===== src/rtl/act_feed_pkg.sv =====
// Shared encodings and field layout for the ACT feeder.
package act_feed_pkg;

  // ACT op_type encodings
  typedef enum logic [1:0] {
    OP_ACT    = 2'd0,
    OP_BIAS   = 2'd1,
    OP_WSCALE = 2'd2,
    OP_ASCALE = 2'd3
  } op_e;

  // Feeder sequencer states
  typedef enum logic [2:0] {
    IDLE  = 3'd0,
    CFG_B = 3'd1,
    CFG_W = 3'd2,
    CFG_A = 3'd3,
    DRAIN = 3'd4
  } state_e;

  localparam int unsigned BIAS_W   = 16;
  localparam int unsigned MANT_W   = 10;
  localparam int unsigned EXP_W    = 6;
  localparam int unsigned MANT_LSB = 0;
  localparam int unsigned EXP_LSB  = 16;

endpackage


===== src/rtl/act_feeder_if.sv =====
// Host/array-facing bus of the ACT feeder plus its ACT-side outputs.
interface act_feeder_if
  import act_feed_pkg::*;
#(
  parameter int unsigned COLS   = 8,
  parameter int unsigned PSUM_W = 32
);
  localparam int unsigned COL_W = $clog2(COLS);

  logic                   cfg_valid;
  logic                   cfg_ready;
  logic [BIAS_W-1:0]      cfg_bias;
  logic [MANT_W-1:0]      cfg_w_m;
  logic [EXP_W-1:0]       cfg_w_e;
  logic [MANT_W-1:0]      cfg_a_m;
  logic [EXP_W-1:0]       cfg_a_e;
  logic                   psum_valid;
  logic                   psum_ready;
  logic [COLS*PSUM_W-1:0] psum_in;
  logic [1:0]             op_type;
  logic [PSUM_W-1:0]      data_out;
  logic                   res_vld;
  logic [COL_W-1:0]       res_col;
  logic                   busy;

  modport master (
    output cfg_valid, cfg_bias, cfg_w_m, cfg_w_e, cfg_a_m, cfg_a_e,
    output psum_valid, psum_in,
    input  cfg_ready, psum_ready, op_type, data_out, res_vld, res_col, busy
  );

  modport slave (
    input  cfg_valid, cfg_bias, cfg_w_m, cfg_w_e, cfg_a_m, cfg_a_e,
    input  psum_valid, psum_in,
    output cfg_ready, psum_ready, op_type, data_out, res_vld, res_col, busy
  );
endinterface


===== src/rtl/psum_row_fifo.sv =====
// Small row buffer; head is visible combinationally.
module psum_row_fifo #(
  parameter int unsigned DEPTH = 2,
  parameter int unsigned W     = 256
) (
  input  logic         clk,
  input  logic         rst_n,
  input  logic         push,
  input  logic         pop,
  input  logic [W-1:0] din,
  output logic [W-1:0] head,
  output logic         full,
  output logic         empty,
  output logic         one_left
);
  localparam int unsigned PTR_W = (DEPTH > 1) ? $clog2(DEPTH) : 1;
  localparam int unsigned CNT_W = $clog2(DEPTH + 1);

  logic [W-1:0]     mem [DEPTH];
  logic [PTR_W-1:0] wr_ptr;
  logic [PTR_W-1:0] rd_ptr;
  logic [CNT_W-1:0] count;
  logic             do_push;
  logic             do_pop;

  function automatic logic [PTR_W-1:0] next_ptr(input logic [PTR_W-1:0] p);
    return (p == PTR_W'(DEPTH - 1)) ? '0 : p + PTR_W'(1);
  endfunction

  assign full     = (count == CNT_W'(DEPTH));
  assign empty    = (count == '0);
  assign one_left = (count == CNT_W'(1));
  assign do_push  = push && !full;
  assign do_pop   = pop && !empty;
  assign head     = mem[rd_ptr];

  // Pointer and occupancy tracking
  always_ff @(posedge clk) begin
    if (!rst_n) begin
      wr_ptr <= '0;
      rd_ptr <= '0;
      count  <= '0;
    end else begin
      if (do_push) wr_ptr <= next_ptr(wr_ptr);
      if (do_pop)  rd_ptr <= next_ptr(rd_ptr);
      case ({do_push, do_pop})
        2'b10:   count <= count + CNT_W'(1);
        2'b01:   count <= count - CNT_W'(1);
        default: count <= count;
      endcase
    end
  end

  // Row storage (contents need no reset)
  always_ff @(posedge clk) begin
    if (do_push) mem[wr_ptr] <= din;
  end
endmodule


===== src/rtl/act_feeder.sv =====
// Buffers psum rows, serialises them onto the ACT interface, and sequences ACT config writes.
module act_feeder
  import act_feed_pkg::*;
#(
  parameter int unsigned COLS       = 8,
  parameter int unsigned PSUM_W     = 32,
  parameter int unsigned FIFO_DEPTH = 2
) (
  input logic        clk,
  input logic        rst_n,
  act_feeder_if.slave bus
);
  localparam int unsigned COL_W = $clog2(COLS);
  localparam int unsigned ROW_W = COLS * PSUM_W;

  state_e            state_q, state_d;
  logic [COL_W-1:0]  col_q, col_d;
  op_e               op_q, op_d;
  logic [PSUM_W-1:0] data_q, data_d;
  logic              act_vld_q, act_vld_d;
  logic [COL_W-1:0]  bus_col_q, bus_col_d;
  logic              res_vld_q;
  logic [COL_W-1:0]  res_col_q;
  logic [PSUM_W-1:0] w_word_q, a_word_q;
  logic [PSUM_W-1:0] w_word_c, a_word_c;

  logic [ROW_W-1:0]  head;
  logic [PSUM_W-1:0] head_cols [COLS];
  logic              full, empty, one_left;
  logic              push, pop;
  logic              cfg_acc;

  assign bus.cfg_ready  = (state_q == IDLE) && empty;
  assign bus.psum_ready = !full;
  assign bus.busy       = (state_q != IDLE) || !empty;
  assign bus.op_type    = op_q;
  assign bus.data_out   = data_q;
  assign bus.res_vld    = res_vld_q;
  assign bus.res_col    = res_col_q;

  assign push    = bus.psum_valid && !full;
  assign cfg_acc = bus.cfg_valid && bus.cfg_ready;

  psum_row_fifo #(
    .DEPTH (FIFO_DEPTH),
    .W     (ROW_W)
  ) u_fifo (
    .clk      (clk),
    .rst_n    (rst_n),
    .push     (push),
    .pop      (pop),
    .din      (bus.psum_in),
    .head     (head),
    .full     (full),
    .empty    (empty),
    .one_left (one_left)
  );

  // Split the head row into per-column words
  always_comb begin
    for (int c = 0; c < COLS; c++) begin
      head_cols[c] = head[c*PSUM_W +: PSUM_W];
    end
  end

  // Assemble scale config words from the live cfg inputs
  always_comb begin
    w_word_c = '0;
    a_word_c = '0;
    w_word_c[MANT_LSB +: MANT_W] = bus.cfg_w_m;
    w_word_c[EXP_LSB  +: EXP_W]  = bus.cfg_w_e;
    a_word_c[MANT_LSB +: MANT_W] = bus.cfg_a_m;
    a_word_c[EXP_LSB  +: EXP_W]  = bus.cfg_a_e;
  end

  // Next-state and next ACT word; the word decided here is on the bus next cycle
  always_comb begin
    state_d   = state_q;
    col_d     = col_q;
    op_d      = OP_ACT;
    data_d    = '0;
    act_vld_d = 1'b0;
    bus_col_d = '0;
    pop       = 1'b0;
    case (state_q)
      IDLE: begin
        if (cfg_acc) begin
          op_d    = OP_BIAS;
          data_d  = PSUM_W'($signed(bus.cfg_bias));
          state_d = CFG_B;
        end else if (!empty) begin
          data_d    = head_cols[0];
          act_vld_d = 1'b1;
          col_d     = COL_W'(1);
          state_d   = DRAIN;
        end
      end
      CFG_B: begin
        op_d    = OP_WSCALE;
        data_d  = w_word_q;
        state_d = CFG_W;
      end
      CFG_W: begin
        op_d    = OP_ASCALE;
        data_d  = a_word_q;
        state_d = CFG_A;
      end
      CFG_A: begin
        // A row that arrived with the config starts right behind op3
        if (!empty) begin
          data_d    = head_cols[0];
          act_vld_d = 1'b1;
          col_d     = COL_W'(1);
          state_d   = DRAIN;
        end else begin
          state_d = IDLE;
        end
      end
      DRAIN: begin
        data_d    = head_cols[col_q];
        act_vld_d = 1'b1;
        bus_col_d = col_q;
        if (col_q == COL_W'(COLS - 1)) begin
          pop   = 1'b1;
          col_d = '0;
          if (!one_left || push) state_d = DRAIN;
          else                   state_d = IDLE;
        end else begin
          col_d = col_q + COL_W'(1);
        end
      end
      default: state_d = IDLE;
    endcase
  end

  // State, ACT output and result-tag registers
  always_ff @(posedge clk) begin
    if (!rst_n) begin
      state_q   <= IDLE;
      col_q     <= '0;
      op_q      <= OP_ACT;
      data_q    <= '0;
      act_vld_q <= 1'b0;
      bus_col_q <= '0;
      res_vld_q <= 1'b0;
      res_col_q <= '0;
    end else begin
      state_q   <= state_d;
      col_q     <= col_d;
      op_q      <= op_d;
      data_q    <= data_d;
      act_vld_q <= act_vld_d;
      bus_col_q <= bus_col_d;
      res_vld_q <= act_vld_q;
      res_col_q <= bus_col_q;
    end
  end

  // Capture scale words at config acceptance
  always_ff @(posedge clk) begin
    if (!rst_n) begin
      w_word_q <= '0;
      a_word_q <= '0;
    end else if (cfg_acc) begin
      w_word_q <= w_word_c;
      a_word_q <= a_word_c;
    end
  end
endmodule


===== src/flat_wrapper.sv =====
// flat-port wrapper written by rule: the top's interface ports become plain ports
module act_feeder_flat import act_feed_pkg::*;
#(
  parameter int unsigned COLS       = 8,
  parameter int unsigned PSUM_W     = 32,
  parameter int unsigned FIFO_DEPTH = 2
)
  (clk, rst_n, bus_cfg_valid, bus_cfg_bias, bus_cfg_w_m, bus_cfg_w_e, bus_cfg_a_m, bus_cfg_a_e, bus_psum_valid, bus_psum_in, bus_cfg_ready, bus_psum_ready, bus_op_type, bus_data_out, bus_res_vld, bus_res_col, bus_busy);
  act_feeder_if #(.COLS(COLS), .PSUM_W(PSUM_W)) bus_i ();
  input logic clk;
  input logic rst_n;
  input wire logic [$bits(bus_i.cfg_valid)-1:0] bus_cfg_valid;
  input wire logic [$bits(bus_i.cfg_bias)-1:0] bus_cfg_bias;
  input wire logic [$bits(bus_i.cfg_w_m)-1:0] bus_cfg_w_m;
  input wire logic [$bits(bus_i.cfg_w_e)-1:0] bus_cfg_w_e;
  input wire logic [$bits(bus_i.cfg_a_m)-1:0] bus_cfg_a_m;
  input wire logic [$bits(bus_i.cfg_a_e)-1:0] bus_cfg_a_e;
  input wire logic [$bits(bus_i.psum_valid)-1:0] bus_psum_valid;
  input wire logic [$bits(bus_i.psum_in)-1:0] bus_psum_in;
  output wire logic [$bits(bus_i.cfg_ready)-1:0] bus_cfg_ready;
  output wire logic [$bits(bus_i.psum_ready)-1:0] bus_psum_ready;
  output wire logic [$bits(bus_i.op_type)-1:0] bus_op_type;
  output wire logic [$bits(bus_i.data_out)-1:0] bus_data_out;
  output wire logic [$bits(bus_i.res_vld)-1:0] bus_res_vld;
  output wire logic [$bits(bus_i.res_col)-1:0] bus_res_col;
  output wire logic [$bits(bus_i.busy)-1:0] bus_busy;
  assign bus_i.cfg_valid = bus_cfg_valid;
  assign bus_i.cfg_bias = bus_cfg_bias;
  assign bus_i.cfg_w_m = bus_cfg_w_m;
  assign bus_i.cfg_w_e = bus_cfg_w_e;
  assign bus_i.cfg_a_m = bus_cfg_a_m;
  assign bus_i.cfg_a_e = bus_cfg_a_e;
  assign bus_i.psum_valid = bus_psum_valid;
  assign bus_i.psum_in = bus_psum_in;
  assign bus_cfg_ready = bus_i.cfg_ready;
  assign bus_psum_ready = bus_i.psum_ready;
  assign bus_op_type = bus_i.op_type;
  assign bus_data_out = bus_i.data_out;
  assign bus_res_vld = bus_i.res_vld;
  assign bus_res_col = bus_i.res_col;
  assign bus_busy = bus_i.busy;
  act_feeder #(.COLS(COLS), .PSUM_W(PSUM_W), .FIFO_DEPTH(FIFO_DEPTH)) u_core (.clk(clk), .rst_n(rst_n), .bus(bus_i));
endmodule

===== config.mk =====
export PLATFORM = sky130hd
export DESIGN_NAME = act_feeder_flat
export DESIGN_NICKNAME = d
export VERILOG_FILES = /design/src/rtl/act_feed_pkg.sv /design/src/rtl/act_feeder_if.sv /design/src/rtl/psum_row_fifo.sv /design/src/rtl/act_feeder.sv /design/src/flat_wrapper.sv
export SDC_FILE = /design/constraint.sdc
export NUM_CORES = 1
export LEC_CHECK = 0
export BUFFER_PORTS_ARGS = -buffer_cell sky130_fd_sc_hd__buf_2
export CAP_MARGIN = 40
export CELL_PAD_IN_SITES_DETAIL_PLACEMENT = 0
export CELL_PAD_IN_SITES_GLOBAL_PLACEMENT = 1
export CORE_MARGIN = 2
export CORE_UTILIZATION = 41
export DETAILED_ROUTE_END_ITERATION = 12
export PLACE_DENSITY_LB_ADDON = 0.1
export SYNTH_ARGS = -nofsm -noshare
export SYNTH_HDL_FRONTEND = slang
export SYNTH_SLANG_ARGS = --single-unit

===== constraint.sdc =====
create_clock -name clk -period 28.4 [get_ports clk]
set_clock_uncertainty 0.2 [all_clocks]
set_input_delay 4.26 -clock clk [delete_from_list [all_inputs] [get_ports clk]]
set_output_delay 4.26 -clock clk [all_outputs]
set_load 0.05 [all_outputs]

# Word-level counts from Yosys, hierarchy flattened
# Memory sizes are Yosys's and may differ from the RTL's. A register that Yosys moved wholly into a read port is not among the register bits.
# Cells that the tools add are included.
# totals
register_bits,84
ramBits,512
in_bits,308
output_inout_bits,41
wordCells,81
mem_count,1
# op_classes
add_sub_neg,5
magnitude_cmp,1
eq_ne,12
mux,30
bitwise_logic,1
reduce_logical,18
# memory_table
memory,depth,width,read_ports,rd_ports_with_merged_regs,write_ports,line_no,rtl
u_core.u_fifo.mem,2,256,1,1,1,psum_row_fifo.sv:19,logic [W-1:0] mem [DEPTH];
# op_table
op,n
$pmux 32 s5,1
$mux 32,4
$bmux 32 s3,1
$mux 3,8
$pmux 3 s5,1
$mux 1,11
$pmux 3 s3,1
$eq 3x2->1 const B,2
$eq 3x3->1 const B,2
$pmux 2 s3,1
$reduce_and 2->1,3
$reduce_bool 3->1,2
$logic_and 1x1->1,5
$eq 2x1->1 const B,2
$eq 2x2->1 const B,2
$ge 4x4->1 const B,1
$not 3->4,1
$pmux 2 s2,1
$add 3x1->3 const B,1
$eq 3x1->1 const B,1
$logic_not 1->1,3
$logic_not 3->1,1
$ne 3x3->1 const B,1
$pmux 1 s3,1
other kinds (8),10

# Depth between registers and ports, before layout
# Gate-level depths: netlist of the first run.
# logic_depth
depth_word,7
ltp_mapped,9
depth_no_buf,8

# Cells and area by module
# From an unflattened synthesis of the first run, not the netlist that was laid out.
# unflattened
hier_cells,1281
area_unflattened_um2,23896.7
# by_module_without_submodules
module,n_inst,cells_per_inst,area_per_inst_um2,seq_area_each_um2
psum_row_fifo,1,823,18816.8,15474.8
act_feeder,1,458,5079.9,1601.5

# Least setup slack after synthesis of the first run
# OpenSTA, ideal clock, no wires.
# synth_path
path_type,input -> register
startpoint,input port bus_psum_valid
endpoint,register u_core.u_fifo.wr_ptr
setup_ns,0.108
arrival_time_ns,15.829
required_time_ns,28.092
path_slack_ns,12.263
stages,3
n_path_buf,0
path_cell_list,nand2_1 nor2_1 o21a_1
# synth_via
elab_chain_cells,2
# synth_rtl
element,line_no,rtl
start: declaration,flat_wrapper.sv:18,input wire logic [$bits(bus_i.psum_valid)-1:0] bus_psum_valid;
$logic_and 1x1->1,act_feeder.sv:41,assign push = bus.psum_valid && !full;
$logic_and 1x1->1,psum_row_fifo.sv:33,assign do_push = push && !full;
end signal: assignment,psum_row_fifo.sv:44,if (do_push) wr_ptr <= next_ptr(wr_ptr);
end: declaration,psum_row_fifo.sv:20,logic [PTR_W-1:0] wr_ptr;
# Every way passes these cells.
# A chain may end at the register's enable or synchronous reset.

# Worst setup path after layout of the first run
# layout_path
startpoint,register u_core.state_q[2]
endpoint,output port bus_busy
# layout_via
elab_chain_cells,2
# layout_rtl
element,line_no,rtl
start: declaration,act_feeder.sv:16,"state_e state_q, state_d;"
start signal: assignment,act_feeder.sv:148,state_q <= state_d;
$reduce_bool 3->1,act_feeder.sv:35,assign bus.busy = (state_q != IDLE) || !empty;
$logic_or 1x1->1,act_feeder.sv:35,
end: declaration,flat_wrapper.sv:26,output wire logic [$bits(bus_i.busy)-1:0] bus_busy;
# Every way passes these cells.

==> results of run 1 <==
[flip-flops by register name (all words and copies together) (netlist names), named ones only]
signal / cells
u_core.u_fifo.mem: 512
u_core.bus.data_out: 32
u_core.a_word_q: 16
u_core.w_word_q: 16
u_core.bus.res_col: 3
u_core.bus_col_q: 3
u_core.col_q: 3
u_core.state_q: 3
u_core.bus.op_type: 2
u_core.u_fifo.count: 2
u_core.act_vld_q: 1
u_core.bus.res_vld: 1
u_core.u_fifo.rd_ptr: 1
u_core.u_fifo.wr_ptr: 1
[placed cells by master (no fill, tap or decap), drive strengths merged, types with 15 or more instances in the layout]
cell and n:
a21boi 32, a21oi 47, and3 25, buf 378, clkbuf 87, clkinv 23
dfxtp 85, edfxtp 512, inv 16, mux2 26, mux2i 36, mux4 121
nand2 90, nand3b 17, o2111ai 19, o221ai 15
[through the flow]
step	std cells	hold WS, ps
after floorplan	1234	212
after global placement	2275	234
after detailed placement	2288	234
after CTS	2407	250
after global routing	2411	278
final	2418	254
[metal layers]
layer,wire (um),part of all wire
met1,25100,0.43
met2,28000,0.48
met3,3980,0.068
met4,1190,0.020
met5,172,0.0029
[report_power, final]
| part | total (W) | internal, W | switching [W] | leakage (nW) |
|---|---|---|---|---|
| sequential | 0.00105 | 0.00103 | 0.0000237 | 5.49 |
| clock | 0.000814 | 0.000474 | 0.000339 | 1.01 |
| combinational | 0.000281 | 0.0000955 | 0.000185 | 3.30 |
| total | 0.00215 | 0.00160 | 0.000548 | 9.80 |
[logic make-up after synthesis]
kind of cell | after synthesis | share of synthesized area
DFF | 597 | 0.734
and+or+nand+nor | 187 | 0.0415
muxes | 183 | 0.147
AOI/OAI and AO/OA | 165 | 0.0506
buffers and inverters | 91 | 0.0225
adders and majority gates | 7 | 0.00376
xor gates and xnor gates | 4 | 0.00151
[critical path, stage by stage (launching register included)]
cell,delay (ps)
dfxtp_1,820
nor3_1,160
and2_1,210
inv_1,50
buf_2,250
[final cells by class]
cell class / count / share of cell area
Antenna cell: 11 / 0.000982
Clock buffer: 87 / 0.0625
Clock inverter: 32 / 0.0104
Inverter: 11 / 0.00147
Multi-Input combinational cell: 546 / 0.204
Sequential cell: 597 / 0.609
Tap cell: 756 / 0.0337
Timing Repair Buffer: 378 / 0.0773
[final timing paths]
check / to / slack [ps] / depth (start not counted)
worst max-delay path: bus_busy / 21880 / 4
worst min-delay path: u_core.bus.res_vld / 250 / 1
worst max register to register: u_core.u_fifo.mem[0][249] / 25120 / 7
worst min register to register: u_core.bus.res_vld / 250 / 1
==> reports/results.txt, run 1 <==
Net count after synthesis: 1549
Hold_buf cts: 0
HP Start: u_core.act_vld_q
GR Layer Usage met2: 0.313
Dpl hpwl: 39.8 mm
Final Hold Fails: 0
Clk slew on worst S/H paths: 60 ps
Status: finished, final reports clean
Reg area: 0.0171 sq mm
Final setup margin: 21880 ps
Synth top cells by count: edfxtp_1 (512), mux4_2 (112), nand2_1 (90)
PortBufs: 348
Fmax: 0.153 GHz
Ratio of cells with drive above 1 in the final layout: 0.376
CTS Sinks: 597
First-pass GRT wire length: 84.8 mm
Required @ worst endpoint: 23940 ps
Final setup vio count: 0
Post-CTS sizing: 0
DP Area: 0.0260 sq mm
Setup CP Type: reg -> out
H-tree levels: 3
Leakage Power: 9.80 nW
Slew margin rel.: 0.371
Antenna-violating nets left: 0
Cell Pwr Density: 76.6 mW/mm^2
Die width: 242 um
Die footprint: 0.0587 sq mm
TritonCTS clock tree: done
DR vias: 12700
Primary FF master, synth: edfxtp_1
Final slew viol count: 0
Gr usage total: 0.198
Hold crit path type: reg -> reg
Post-synthesis register bit count: 597
Dpl ws: 21460 ps
Drt drc: 0
CTS Buf Count: 66
Total Power: 0.00215 W
Drt pass-1 iters: 5
Total setup buffers inserted after CTS: 0
Crit Path Max Fanout: 20
Yosys cell types: 52
Routability cong.: 0.774
Die outline height: 242 um
Critical path endpoint category: output port
Synth top area cells: edfxtp_1 (66%), mux4_2 (11%), dfxtp_1 (7.3%), mux2i_1 (1.5%), nand2_1 (1.5%)
Starting DRT DRC Count: 916
Number of synthesized flops with an enable pin: 512
Leading area contributor after synthesis: edfxtp_1
I/O pin cnt: 349
Initial Utilization: 0.414
Vias per cell: 5.23
Syn Inst Count: 1234
Final wirelength: 58.4 mm
Filler Cell Count: 4813
Tightest Pin Transition: 932 ps
Initial antenna violation count: 23
Met3 Track Usage GR: 0.0555
GR Util met1: 0.266
Core Region: 0.0563 sq mm
Peak supply drop: 44.3 uV
Nets@finish: 1915
Layer with the highest usage: met2
Vias in the first global route: 13000
Fin Setup TNS: 0 ps
Fin area: 0.0280 sq mm
Clk buf depth: 3
Largest net degree at the start of global routing: 63
Worst r2r src: u_core.u_fifo.count[0]
Number of max-cap violations: 0
Worst-Skew Late Latency: 590 ps
Area of the multi-input gates: 0.00573 sq mm
Core Rows: 87
Average wire per standard cell: 24.2 um
Final core occ: 0.498
Top-count cell post-synth: edfxtp_1
Tcrit/Tclk final: 0.230
RSZ-0062 raised after global routing: no
Nature of the critical path startpoint: flip-flop
CP startpoint: u_core.state_q[2]
Clock root cell: clkbuf_16
Synthesized area: 0.0233 sq mm
Grt total ovfl: 0
Crit path time final: 6520 ps
Yosys warning count: 0
Fraction of registers with async set/reset: 0
Seq/Total Area, Yosys: 0.734
Area growth syn-to-layout: 20.4%
Yosys top cell area share: 0.660
WP data arrival: 2060 ps
Average size of a mapped cell: 18.9 sq um
Note: power is estimated with default switching activity, not from simulation.
==> run 2: changes to the inputs <==
==> constraint.sdc (replaced) <==
create_clock -name clk -period 5.4 [get_ports clk]
set_clock_uncertainty 0.2 [all_clocks]
set_input_delay 0.81 -clock clk [delete_from_list [all_inputs] [get_ports clk]]
set_output_delay 0.81 -clock clk [all_outputs]
set_load 0.05 [all_outputs]
==> reports/results.txt, run 2 (synthesis gave the netlist of run 1 again) <==
TritonCTS clock tree: done
Total Power: 0.0112 W
Nature of the critical path startpoint: flip-flop
Cell Pwr Density: 400 mW/mm^2
Initial antenna violation count: 18
Required @ worst endpoint: 5700 ps
R2R Path End: u_core.bus.data_out[5]
Cell Chain, Critical Path: nor2b_2 -> and3_2 -> a22oi_1 -> o2111ai_1
Final setup vio count: 0
Clk buf depth: 3
Final Hold Fails: 0
Core Rows: 87
I/O pin cnt: 349
Hold_buf cts: 0
Vias per cell: 5.26
Most common cell after layout, fill and taps aside: edfxtp_1
Critical path endpoint category: flip-flop
Number of max-cap violations: 0
Hold crit path type: in -> reg
Initial Utilization: 0.414
Drt pass-1 iters: 5
Tcrit/Tclk final: 0.581
Starting DRT DRC Count: 754
P_sw: 0.00285 W
Biggest register: u_core.u_fifo.mem
CP startpoint: u_core.state_q[2]
Setup CP Type: reg -> reg
CTS Sinks: 597
Worst-Skew Late Latency: 580 ps
Drt drc: 0
Final core occ: 0.497
Max reg flops: 512
Die width: 242 um
Final wirelength: 58.4 mm
Critical path's slowest cell: dfxtp_1
Seq pwr share: 0.496
Routability cong.: 0.781
Status: finished, final reports clean
Area growth syn-to-layout: 20.2%
Comb power frac: 0.129
DR vias: 12700
Die footprint: 0.0587 sq mm
Int Pwr: 0.00835 W
Ratio of cells with drive above 1 in the final layout: 0.378
CTS Buf Count: 66
H-tree levels: 3
Antenna-violating nets left: 0
Final slew viol count: 0
Grt total ovfl: 0
Largest net degree at the start of global routing: 87
Clock root cell: clkbuf_16
RSZ-0062 raised after global routing: no
Max incr delay on CP: 840 ps
Clk slew on worst S/H paths: 60 ps
First-pass GRT wire length: 85.1 mm
Die outline height: 242 um
Nets@finish: 1913
Worst r2r src: u_core.state_q[2]
Crit path time final: 3140 ps
R2R depth: 4
Clock share of power: 0.375
Total setup buffers inserted after CTS: 0
Core Region: 0.0563 sq mm
Highest-count cells in the layout ignoring fill and taps: edfxtp_1 (512), buf_2 (348), mux4_2 (112)
Leakage Power: 9.75 nW
R2R setup slack: 2260 ps
Vias in the first global route: 13000
Slew margin rel.: 0.397
Fmax: 0.319 GHz
Tightest Pin Transition: 892 ps
Dpl hpwl: 39.7 mm
Post-CTS sizing: 0
Average wire per standard cell: 24.2 um
CP Capture Point: u_core.bus.data_out[5]
Net Sw Frac: 0.254
Gr usage total: 0.198
Fin Setup TNS: 0 ps
Crit Path Max Fanout: 27
Peak supply drop: 237 uV
PortBufs: 348
WP data arrival: 3440 ps
[run 2: power groups by stage]
stage | clock network [W] | registers [W] | logic [W]
after floorplan | 0 | 0.00581 | 0.000730
after global placement | 0 | 0.00567 | 0.00140
after detailed placement | 0 | 0.00565 | 0.00147
after CTS | 0.00431 | 0.00556 | 0.00148
after global routing | 0.00451 | 0.00559 | 0.00156
final | 0.00420 | 0.00556 | 0.00145
[run 2: worst min-delay path by stage]
stage | start | endpoint | slack, ps | cells past startpoint
floorplan | u_core.bus_col_q[0] | u_core.bus.res_col[0] | 210 | 1
global placement | u_core.act_vld_q | u_core.bus.res_vld | 220 | 1
detailed placement | u_core.act_vld_q | u_core.bus.res_vld | 220 | 1
CTS | bus_psum_in[92] | u_core.u_fifo.mem[0][92] | 170 | 1
global route | bus_psum_in[254] | u_core.u_fifo.mem[0][254] | 170 | 1
finish | bus_psum_in[59] | u_core.u_fifo.mem[0][59] | 210 | 1
[run 2: per-stage QoR]
step	setup WS, ps	std cells	cell area [sq um]	hold WS, ps
4_1_cts	2240	2402	28000	167
2_1_floorplan	7.45	1234	23300	212
5_1_grt	2030	2402	28000	170
3_3_place_gp	1990	2278	25800	221
6_report	2260	2409	28000	209
3_5_place_dp	1980	2286	26000	225
[run 2: routing by layer]
metal / wire, um / part of all wire / GRT usage
met1: 25000 / 0.43 / 0.270
met3: 4120 / 0.070 / 0.0596
met2: 28100 / 0.48 / 0.315
met4: 1040 / 0.018 / 0.0441
met5: 149 / 0.0026 / 0
[run 2: layout make-up]
class | count | area (sq um)
fill | 4820 | 28300
sequential | 597 | 17100
multi-input combinational | 546 | 5740
timing repair buffer | 376 | 2160
clock buffer | 84 | 1750
tap | 756 | 946
clock inverter | 32 | 255
inverter | 11 | 45.0
antenna | 7 | 17.5
[run 2: worst max-delay path: cells and delay by family, from the launching register on]
kind	cells	cell delay (ps)
flip-flops	1	840
AND/OR/NAND/NOR	2	1570
AO/OA/AOI/OAI	2	450
